<file path="src/rtl/i2c_xfer_sched.sv">
// Two-requester I2C transaction scheduler: arbitrates, sequences address/data
// through the core FIFOs, drives the control bits and reports completion.
module i2c_xfer_sched #(
    parameter int unsigned TO_W   = 16,
    parameter int unsigned TO_MAX = 16'hFFFF
) (
    input  logic       clk,
    input  logic       rstn,
    input  logic       req0_valid,
    output logic       req0_ready,
    input  logic [6:0] req0_addr,
    input  logic       req0_rw,
    input  logic [3:0] req0_len,
    input  logic       req1_valid,
    output logic       req1_ready,
    input  logic [6:0] req1_addr,
    input  logic       req1_rw,
    input  logic [3:0] req1_len,
    output logic [1:0] gnt,
    input  logic [7:0] wdata,
    input  logic       wdata_valid,
    output logic       wdata_ready,
    output logic [7:0] rdata,
    output logic       rdata_valid,
    output logic       done,
    output logic       done_err,
    output logic       cr_msms,
    output logic       cr_tx,
    output logic       cr_txak,
    output logic       tx_fifo_wr,
    output logic [7:0] tx_fifo_din,
    input  logic       tx_fifo_full,
    output logic       rx_fifo_rd,
    input  logic [7:0] rx_fifo_dout,
    input  logic       rx_fifo_empty,
    input  logic       irq_tx_err,
    input  logic       bus_busy
);

    typedef enum logic [2:0] {IDLE, ADDR, START, WR, RD, STOP, DONE} state_t;

    localparam logic [TO_W-1:0] TO_LIM = TO_W'(TO_MAX);
    localparam logic [TO_W-1:0] WD_ONE = TO_W'(1);

    state_t          state_q, state_d;
    logic [1:0]      gnt_q, gnt_d;
    logic [1:0]      rdy_q, rdy_d;
    logic            prio_q, prio_d;
    logic [6:0]      addr_q, addr_d;
    logic            rw_q, rw_d;
    logic [4:0]      cnt_q, cnt_d;
    logic [TO_W-1:0] wd_q, wd_d;
    logic            err_q, err_d;

    logic push_a, push_w, pop, wd_expired, win1, wr_rdy, active;

    assign wd_expired = (wd_q == TO_LIM);
    // prio_q names the requester that wins a tie
    assign win1   = req1_valid & (~req0_valid | prio_q);
    assign wr_rdy = (state_q == WR) && !tx_fifo_full && (cnt_q != 5'd0);

    always_comb begin
        state_d = state_q;
        gnt_d   = gnt_q;
        rdy_d   = 2'b00;
        prio_d  = prio_q;
        addr_d  = addr_q;
        rw_d    = rw_q;
        cnt_d   = cnt_q;
        err_d   = err_q;
        push_a  = 1'b0;
        push_w  = 1'b0;
        pop     = 1'b0;
        case (state_q)
            IDLE: begin
                if ((req0_valid || req1_valid) && !bus_busy) begin
                    gnt_d   = win1 ? 2'b10 : 2'b01;
                    rdy_d   = win1 ? 2'b10 : 2'b01;
                    addr_d  = win1 ? req1_addr : req0_addr;
                    rw_d    = win1 ? req1_rw : req0_rw;
                    cnt_d   = {1'b0, (win1 ? req1_len : req0_len)} + 5'd1;
                    state_d = ADDR;
                end
            end
            ADDR: begin
                if (!tx_fifo_full) begin
                    push_a  = 1'b1;
                    state_d = START;
                end else if (wd_expired) begin
                    err_d   = 1'b1;
                    state_d = STOP;
                end
            end
            START: begin
                if (irq_tx_err || wd_expired) begin
                    err_d   = 1'b1;
                    state_d = STOP;
                end else begin
                    state_d = rw_q ? RD : WR;
                end
            end
            WR, RD: begin
                push_w = (state_q == WR) && wr_rdy && wdata_valid;
                pop    = (state_q == RD) && !rx_fifo_empty && (cnt_q != 5'd0);
                if (push_w || pop)
                    cnt_d = cnt_q - 5'd1;
                // a transfer coinciding with an error still completes
                if (irq_tx_err || wd_expired) begin
                    err_d   = 1'b1;
                    state_d = STOP;
                end else if (cnt_d == 5'd0) begin
                    state_d = STOP;
                end
            end
            STOP: begin
                if (wd_expired)
                    err_d = 1'b1;
                if (!bus_busy || wd_expired)
                    state_d = DONE;
            end
            DONE: begin
                gnt_d   = 2'b00;
                err_d   = 1'b0;
                prio_d  = gnt_q[0];
                state_d = IDLE;
            end
            default: state_d = IDLE;
        endcase
    end

    always_comb begin
        wd_d = wd_q;
        if ((state_d != state_q) || push_a || push_w || pop ||
            (state_q == IDLE) || (state_q == DONE))
            wd_d = '0;
        else if (!wd_expired)
            wd_d = wd_q + WD_ONE;
    end

    always_ff @(posedge clk or negedge rstn) begin
        if (!rstn) begin
            state_q <= IDLE;
            gnt_q   <= 2'b00;
            rdy_q   <= 2'b00;
            prio_q  <= 1'b0;
            addr_q  <= 7'd0;
            rw_q    <= 1'b0;
            cnt_q   <= 5'd0;
            wd_q    <= '0;
            err_q   <= 1'b0;
        end else begin
            state_q <= state_d;
            gnt_q   <= gnt_d;
            rdy_q   <= rdy_d;
            prio_q  <= prio_d;
            addr_q  <= addr_d;
            rw_q    <= rw_d;
            cnt_q   <= cnt_d;
            wd_q    <= wd_d;
            err_q   <= err_d;
        end
    end

    assign active      = (state_q == START) || (state_q == WR) || (state_q == RD);
    assign req0_ready  = rdy_q[0];
    assign req1_ready  = rdy_q[1];
    assign gnt         = gnt_q;
    assign wdata_ready = wr_rdy;
    assign tx_fifo_wr  = push_a | push_w;
    assign tx_fifo_din = push_a ? {addr_q, rw_q} : (push_w ? wdata : 8'h00);
    assign rx_fifo_rd  = pop;
    assign rdata       = pop ? rx_fifo_dout : 8'h00;
    assign rdata_valid = pop;
    assign done        = (state_q == DONE);
    assign done_err    = (state_q == DONE) & err_q;
    assign cr_msms     = active;
    assign cr_tx       = active & ~rw_q;
    assign cr_txak     = active & rw_q & (cnt_q <= 5'd1);

endmodule
</file>
<file path="config.mk">
export PLATFORM = sky130hd
export DESIGN_NAME = i2c_xfer_sched
export DESIGN_NICKNAME = d
export VERILOG_FILES = /design/src/rtl/i2c_xfer_sched.sv
export SDC_FILE = /design/constraint.sdc
export NUM_CORES = 1
export LEC_CHECK = 0
export CAP_MARGIN = 20
export CORE_UTILIZATION = 49
export CTS_BUF_LIST = sky130_fd_sc_hd__clkbuf_4
export DETAILED_ROUTE_END_ITERATION = 12
export PLACE_DENSITY = 0.85
export SYNTH_ARGS = -nofsm -noshare
export SYNTH_HDL_FRONTEND = slang
export SYNTH_SLANG_ARGS = --single-unit
</file>
<file path="constraint.sdc">
create_clock -name clk -period 2.63 [get_ports clk]
set_input_delay 0.526 -clock clk [delete_from_list [all_inputs] [get_ports clk]]
set_output_delay 0.526 -clock clk [all_outputs]
set_load 0.05 [all_outputs]
</file>
# Word-level counts from Yosys, hierarchy flattened
# Index checks and enable logic that the tools add are counted.
# Widths: inputs -> output; s select.
[totals]
ff_bits = 38
input_bits = 49
out_inout_bits = 29
wordCells = 101
[op_classes]
add_sub_neg = 3
order_cmp = 1
n_eq_ne = 12
muxes = 34
bitwise = 9
reduce_logical = 33
[ops]
columns = ["op", "count"]
rows = [
  ["$mux 16", 2],
  ["$mux 3", 8],
  ["$mux 8", 3],
  ["$add 16x1->16 const B", 1],
  ["$eq 16x16->1 const B", 1],
  ["$mux 5", 3],
  ["$pmux 3 s5", 1],
  ["$logic_or 1x1->1", 11],
  ["$pmux 5 s2", 1],
  ["$eq 3x3->1 const B", 3],
  ["$mux 1", 8],
  ["$mux 2", 4],
  ["$logic_and 1x1->1", 7],
  ["$mux 7", 1],
  ["$eq 3x2->1 const B", 2],
  ["$reduce_and 2->1", 3],
  ["$add 4x1->5 const B", 1],
  ["$and 1x1->1", 5],
  ["$le 5x1->1 const B", 1],
  ["$logic_not 5->1", 1],
  ["$reduce_bool 5->1", 1],
  ["$sub 5x1->5 const B", 1],
  ["$mux 4", 1],
  ["$ne 2x1->1 const B", 2],
  ["14 further kinds", 20],
]

# Depth between registers and ports, before layout
[logic_depth]
word_depth = 19
mapped_depth = 10
mapped_depth_nobuf = 8

# Worst setup path before layout
# Ideal clock, no wire load.
[synth_timing]
path_type = "register to output"
start = "reg cnt_q[0]"
end = "out tx_fifo_din[0]"
arrival_time_ns = 3.510
required_ns = 2.104
path_slack_ns = -1.406
stages_incl_launch_ff = 9
n_path_buf = 1
cell_sequence = "dfrtp_1 inv_1 ha_1 nor4b_1 nor4_1 and2_1 clkbuf_1 nand2_1 o21ai_0"
[synth_between]
elab_chain_cells = 7
[synth_rtl]
columns = ["item", "line", "rtl"]
rows = [
  ["start: declaration", "51", "logic [4:0] cnt_q, cnt_d;"],
  ["start signal: assignment", "158", "cnt_q <= cnt_d;"],
  ["$reduce_bool 5->1", "60", "assign wr_rdy = (state_q == WR) && !tx_fifo_full && (cnt_q != 5'd0);"],
  ["$logic_and 1x1->1", "60", ""],
  ["via wdata_ready", "22", "output logic wdata_ready,"],
  ["$logic_and 1x1->1 (2 in a row)", "103", "push_w = (state_q == WR) && wr_rdy && wdata_valid;"],
  ["$mux 1", "74", "case (state_q)"],
  ["$mux 8 (2 in a row)", "170", "assign tx_fifo_din = push_a ? {addr_q, rw_q} : (push_w ? wdata : 8'h00);"],
  ["end: declaration", "31", "output logic [7:0] tx_fifo_din,"],
]
# The timed path passes the listed nets, and every way through them passes these cells.

# Worst setup path after layout
[layout_timing]
start = "reg cnt_q[0]"
end = "out tx_fifo_din[2]"
[layout_between]
elab_chain_cells = 7
[layout_rtl]
columns = ["item", "line"]
rows = [
  ["$reduce_bool 5->1", "60"],
  ["$logic_and 1x1->1", "60"],
  ["$logic_and 1x1->1 (2 in a row)", "103"],
  ["$mux 1", "74"],
  ["$mux 8 (2 in a row)", "170"],
]
# Every way passes these cells.

==> results.sh <==
export IMPL_status="complete, no violations"
export IMPL_cts_buffer_depth=2
export IMPL_first_global_vias=2635
export IMPL_holdBufCountCts=0
export IMPL_rr_endpoint="wd_q[1]$_DFFE_PN0P_"
export IMPL_clockRootBuffer="clkbuf_4"
export IMPL_drc=0
export IMPL_critPathMaxStageDelay_ps=430
export IMPL_hold_viol_final=0
export IMPL_cp_arrival_ps=2040
export IMPL_yosysUniqueCellTypes=57
export IMPL_worstMarginPinSlew_ps=515
export IMPL_grt_overflow=0
export IMPL_ff2ff_path_depth=10
export IMPL_worstPathRequired_ps=2100
export IMPL_top_usage_layer="met2"
export IMPL_htreeDepth=2
export IMPL_fp_coreArea_um2=5170
export IMPL_cp_slowest_cell="dfrtp_2"
export IMPL_slew_headroom_pct=65.6
export IMPL_drt_wl_total_um=7910
export IMPL_fmax_mhz=389
export IMPL_final_cell_mix="clkdlybuf4s50_1 (51), nand2_1 (37), dfrtp_1 (36)"
export IMPL_p_leak_nw=1.79
export IMPL_finalMaxSlewViolations=0
export IMPL_mostFrequentLayoutCell="clkdlybuf4s50_1"
export IMPL_synth_top_cell_by_area="dfrtp_1"
export IMPL_finalInstanceArea_um2=4070
export IMPL_async_flop_share_pct=100
export IMPL_syn_area_um2=2670
export IMPL_min_from="prio_q$_DFFE_PN0P_"
export IMPL_use_met1_pct=34.2
export IMPL_dr_total_vias=2705
export IMPL_min_path_cells=1
export IMPL_cts_num_sinks=38
export IMPL_cts_buffers=5
export IMPL_synth_top_flop_cell="dfrtp_1"
export IMPL_ioPinCount=78
export IMPL_drive_above_1_share_pct=24.0
export IMPL_ant_nets=0
export IMPL_grtUsageTotal_pct=28.9
export IMPL_syn_nets=362
export IMPL_antenna_cells=0
export IMPL_hold_end="prio_q$_DFFE_PN0P_"
export IMPL_placedInstanceArea_um2=3960
export IMPL_layout_min_cycle_time_ps=2570
export IMPL_critical_path_cell_chain="inv_2 > ha_4 > nor4b_4 > nor4_4 > and2_4 > a22o_4 > buf_12"
export IMPL_hold_path_class="flip-flop to flip-flop"
export IMPL_synth_edf_count=0
export IMPL_clkTransAtPathRegs_ps=110
export IMPL_power_mw=3.48
export IMPL_syn_to_final_growth_pct=52.2
export IMPL_first_pass_iters=4
export IMPL_setup_violations=0
export IMPL_end_kind="output pin"
export IMPL_p_int_mw=1.85
export IMPL_dp_hpwl_um=6000
export IMPL_reg2reg_slack_ps=220
export IMPL_antenna_found_initial=0
export IMPL_tns_ps=0
export IMPL_cp_max_fo=8
export IMPL_detail_route_wl_per_cell_um=16.8
export IMPL_synthTopCellsByArea="dfrtp_1 (36%), mux2i_1 (6.0%), nand2_1 (5.3%)"
export IMPL_gp_congestion=0.922
export IMPL_die_w_um=75.8
export IMPL_synth_cells=308
export IMPL_rows=26
export IMPL_p_comb_share_pct=63.7
export IMPL_crit_type="flip-flop to output pin"
export IMPL_fin_nets=454
export IMPL_power_density_nw_per_um2=857
export IMPL_dr_first_iter_drc_count=196
export IMPL_place_port_buffers=77
export IMPL_gr_usage_met3_pct=4.50
export IMPL_die_area_um2=5750
export IMPL_min_period_over_period_pct=97.6
export IMPL_start_kind="flip-flop"
export IMPL_sequentialPowerShare_pct=27.6
export IMPL_viasPerCell=5.76
export IMPL_swShare_pct=47.0
export IMPL_max_cap_violations=0
export IMPL_hold_ws_ps=534
export IMPL_yosysWarnings=0
export IMPL_ir_drop_uv=650
export IMPL_gr_usage_met2_pct=52.0
export IMPL_rr_startpoint="cnt_q[0]$_DFFE_PN0P_"
export IMPL_rsz0062_at_grt="yes"
export IMPL_clk_latency_ps=340
export IMPL_netlist_area_leader_share_pct=35.6
export IMPL_cts_tree="built"
export IMPL_grt_max_degree=39
export IMPL_ys_seq_area_share_pct=35.6
export IMPL_syn_area_per_cell_um2=8.67
export IMPL_grt_pass1_wl_um=12400
export IMPL_die_y_um=75.8
export IMPL_initial_core_util_pct=51.6
export IMPL_ys_ff_latch=38
export IMPL_power_frac_clock_pct=8.7
export IMPL_power_switching_mw=1.64
export IMPL_skew_ps=7.43
[metal layers]
layer  vias to the layer above  share of wire [%]
li1                       1293                  -
met1                      1276                 40
met2                       121                 52
met3                        15                6.6
met4                         0                1.6
met5                         -                  0
[final cells by class]
| type | count | area (um^2) |
|---|---|---|
| Multi-Input combinational cell | 237 | 1700 |
| Timing Repair Buffer | 106 | 1230 |
| Fill cell | 317 | 1110 |
| Sequential cell | 38 | 953 |
| Tap cell | 70 | 87.6 |
| Clock buffer | 6 | 45.0 |
| Inverter | 12 | 45.0 |
| Clock inverter | 1 | 7.51 |
[critical path, delay by kind of cell (launching register included)]
| family | cells | cell delay (ps) |
|---|---|---|
| simple gates | 3 | 600 |
| compound gates | 1 | 280 |
| buf+inv | 2 | 230 |
| flops | 1 | 430 |
| fa+ha+maj | 1 | 140 |
[stage by stage]
step | utilization [%] | cells | setup slack [ps]
5_1_grt | 78.6 | 470 | -24.1
3_3_place_gp | 76.6 | 458 | -104
6_report | 78.6 | 470 | 62.5
3_5_place_dp | 76.6 | 458 | -161
4_1_cts | 78.2 | 468 | 6.39
2_1_floorplan | - | 308 | 0.912
[registers in the layout (all words and copies together), names as in the netlist]
register / cells
err_q: 1
gnt: 2
prio_q: 1
rw_q: 1
cnt_q: 5
state_q: 3
addr_q: 7
wd_q: 16
rdy_q: 2
[repair_timing]
item,4_1_cts,5_1_grt
gates resized for setup,5,4
endpoints found under the setup margin,19,11
setup buffers,3,3
cloned,0,0
pin swaps,2,5
[cell families (layout without fill, tap and decap cells)]
| family | count (synthesis) | in the layout | synth area share [%] |
|---|---|---|---|
| AO/OA/AOI/OAI | 59 | 59 | 16.2 |
| XOR/XNOR | 16 | 16 | 5.25 |
| adder cells (fa/ha/maj) | 5 | 5 | 2.34 |
| buffers and inverters | 33 | 125 | 5.85 |
| flip-flops | 38 | 38 | 35.6 |
| multiplexers | 20 | 20 | 7.68 |
| AND/OR/NAND/NOR | 137 | 137 | 27.1 |
[Yosys cell counts (2+ instances only)]
library cell  instances
dfrtp_1              38
o221ai_1              2
nor4_1                4
a22o_1                7
ha_1                  5
nor2_1               32
nor3_1                3
nand2_1              38
nand2b_1              4
buf_2                 5
nor4b_1               2
nor2b_1               3
and4_1                4
nand3_1               9
mux2_2                4
and2_1                4
a21oi_1               9
nor3b_1               4
inv_1                12
xnor2_1              13
mux2i_1              16
xor2_1                3
o31ai_1               2
clkbuf_1             12
and3_1               12
nand4_1              11
a31oi_1               3
buf_6                 3
o21ai_0              16
[power by group through the flow]
stage	clock (mW)	sequential, mW	combinational, mW
CTS	0.306	0.950	2.13
global route	0.329	0.983	2.37
detailed placement	0	0.981	2.07
global placement	0	0.964	2.00
floorplan	0	0.934	1.34
finish	0.305	0.961	2.22
[worst max path at each step]
stage,start,to,slack [ps],depth (start not counted)
5_1_grt,cnt_q[0]$_DFFE_PN0P_,tx_fifo_din[2],-20,7
4_1_cts,tx_fifo_full,tx_fifo_din[0],6,8
3_5_place_dp,tx_fifo_full,tx_fifo_din[6],-160,6
6_report,cnt_q[0]$_DFFE_PN0P_,tx_fifo_din[2],60,7
3_3_place_gp,tx_fifo_full,tx_fifo_din[5],-100,6
2_1_floorplan,cnt_q[0]$_DFFE_PN0P_,tx_fifo_din[1],0.9,7
(Power assumes the default switching activity.)
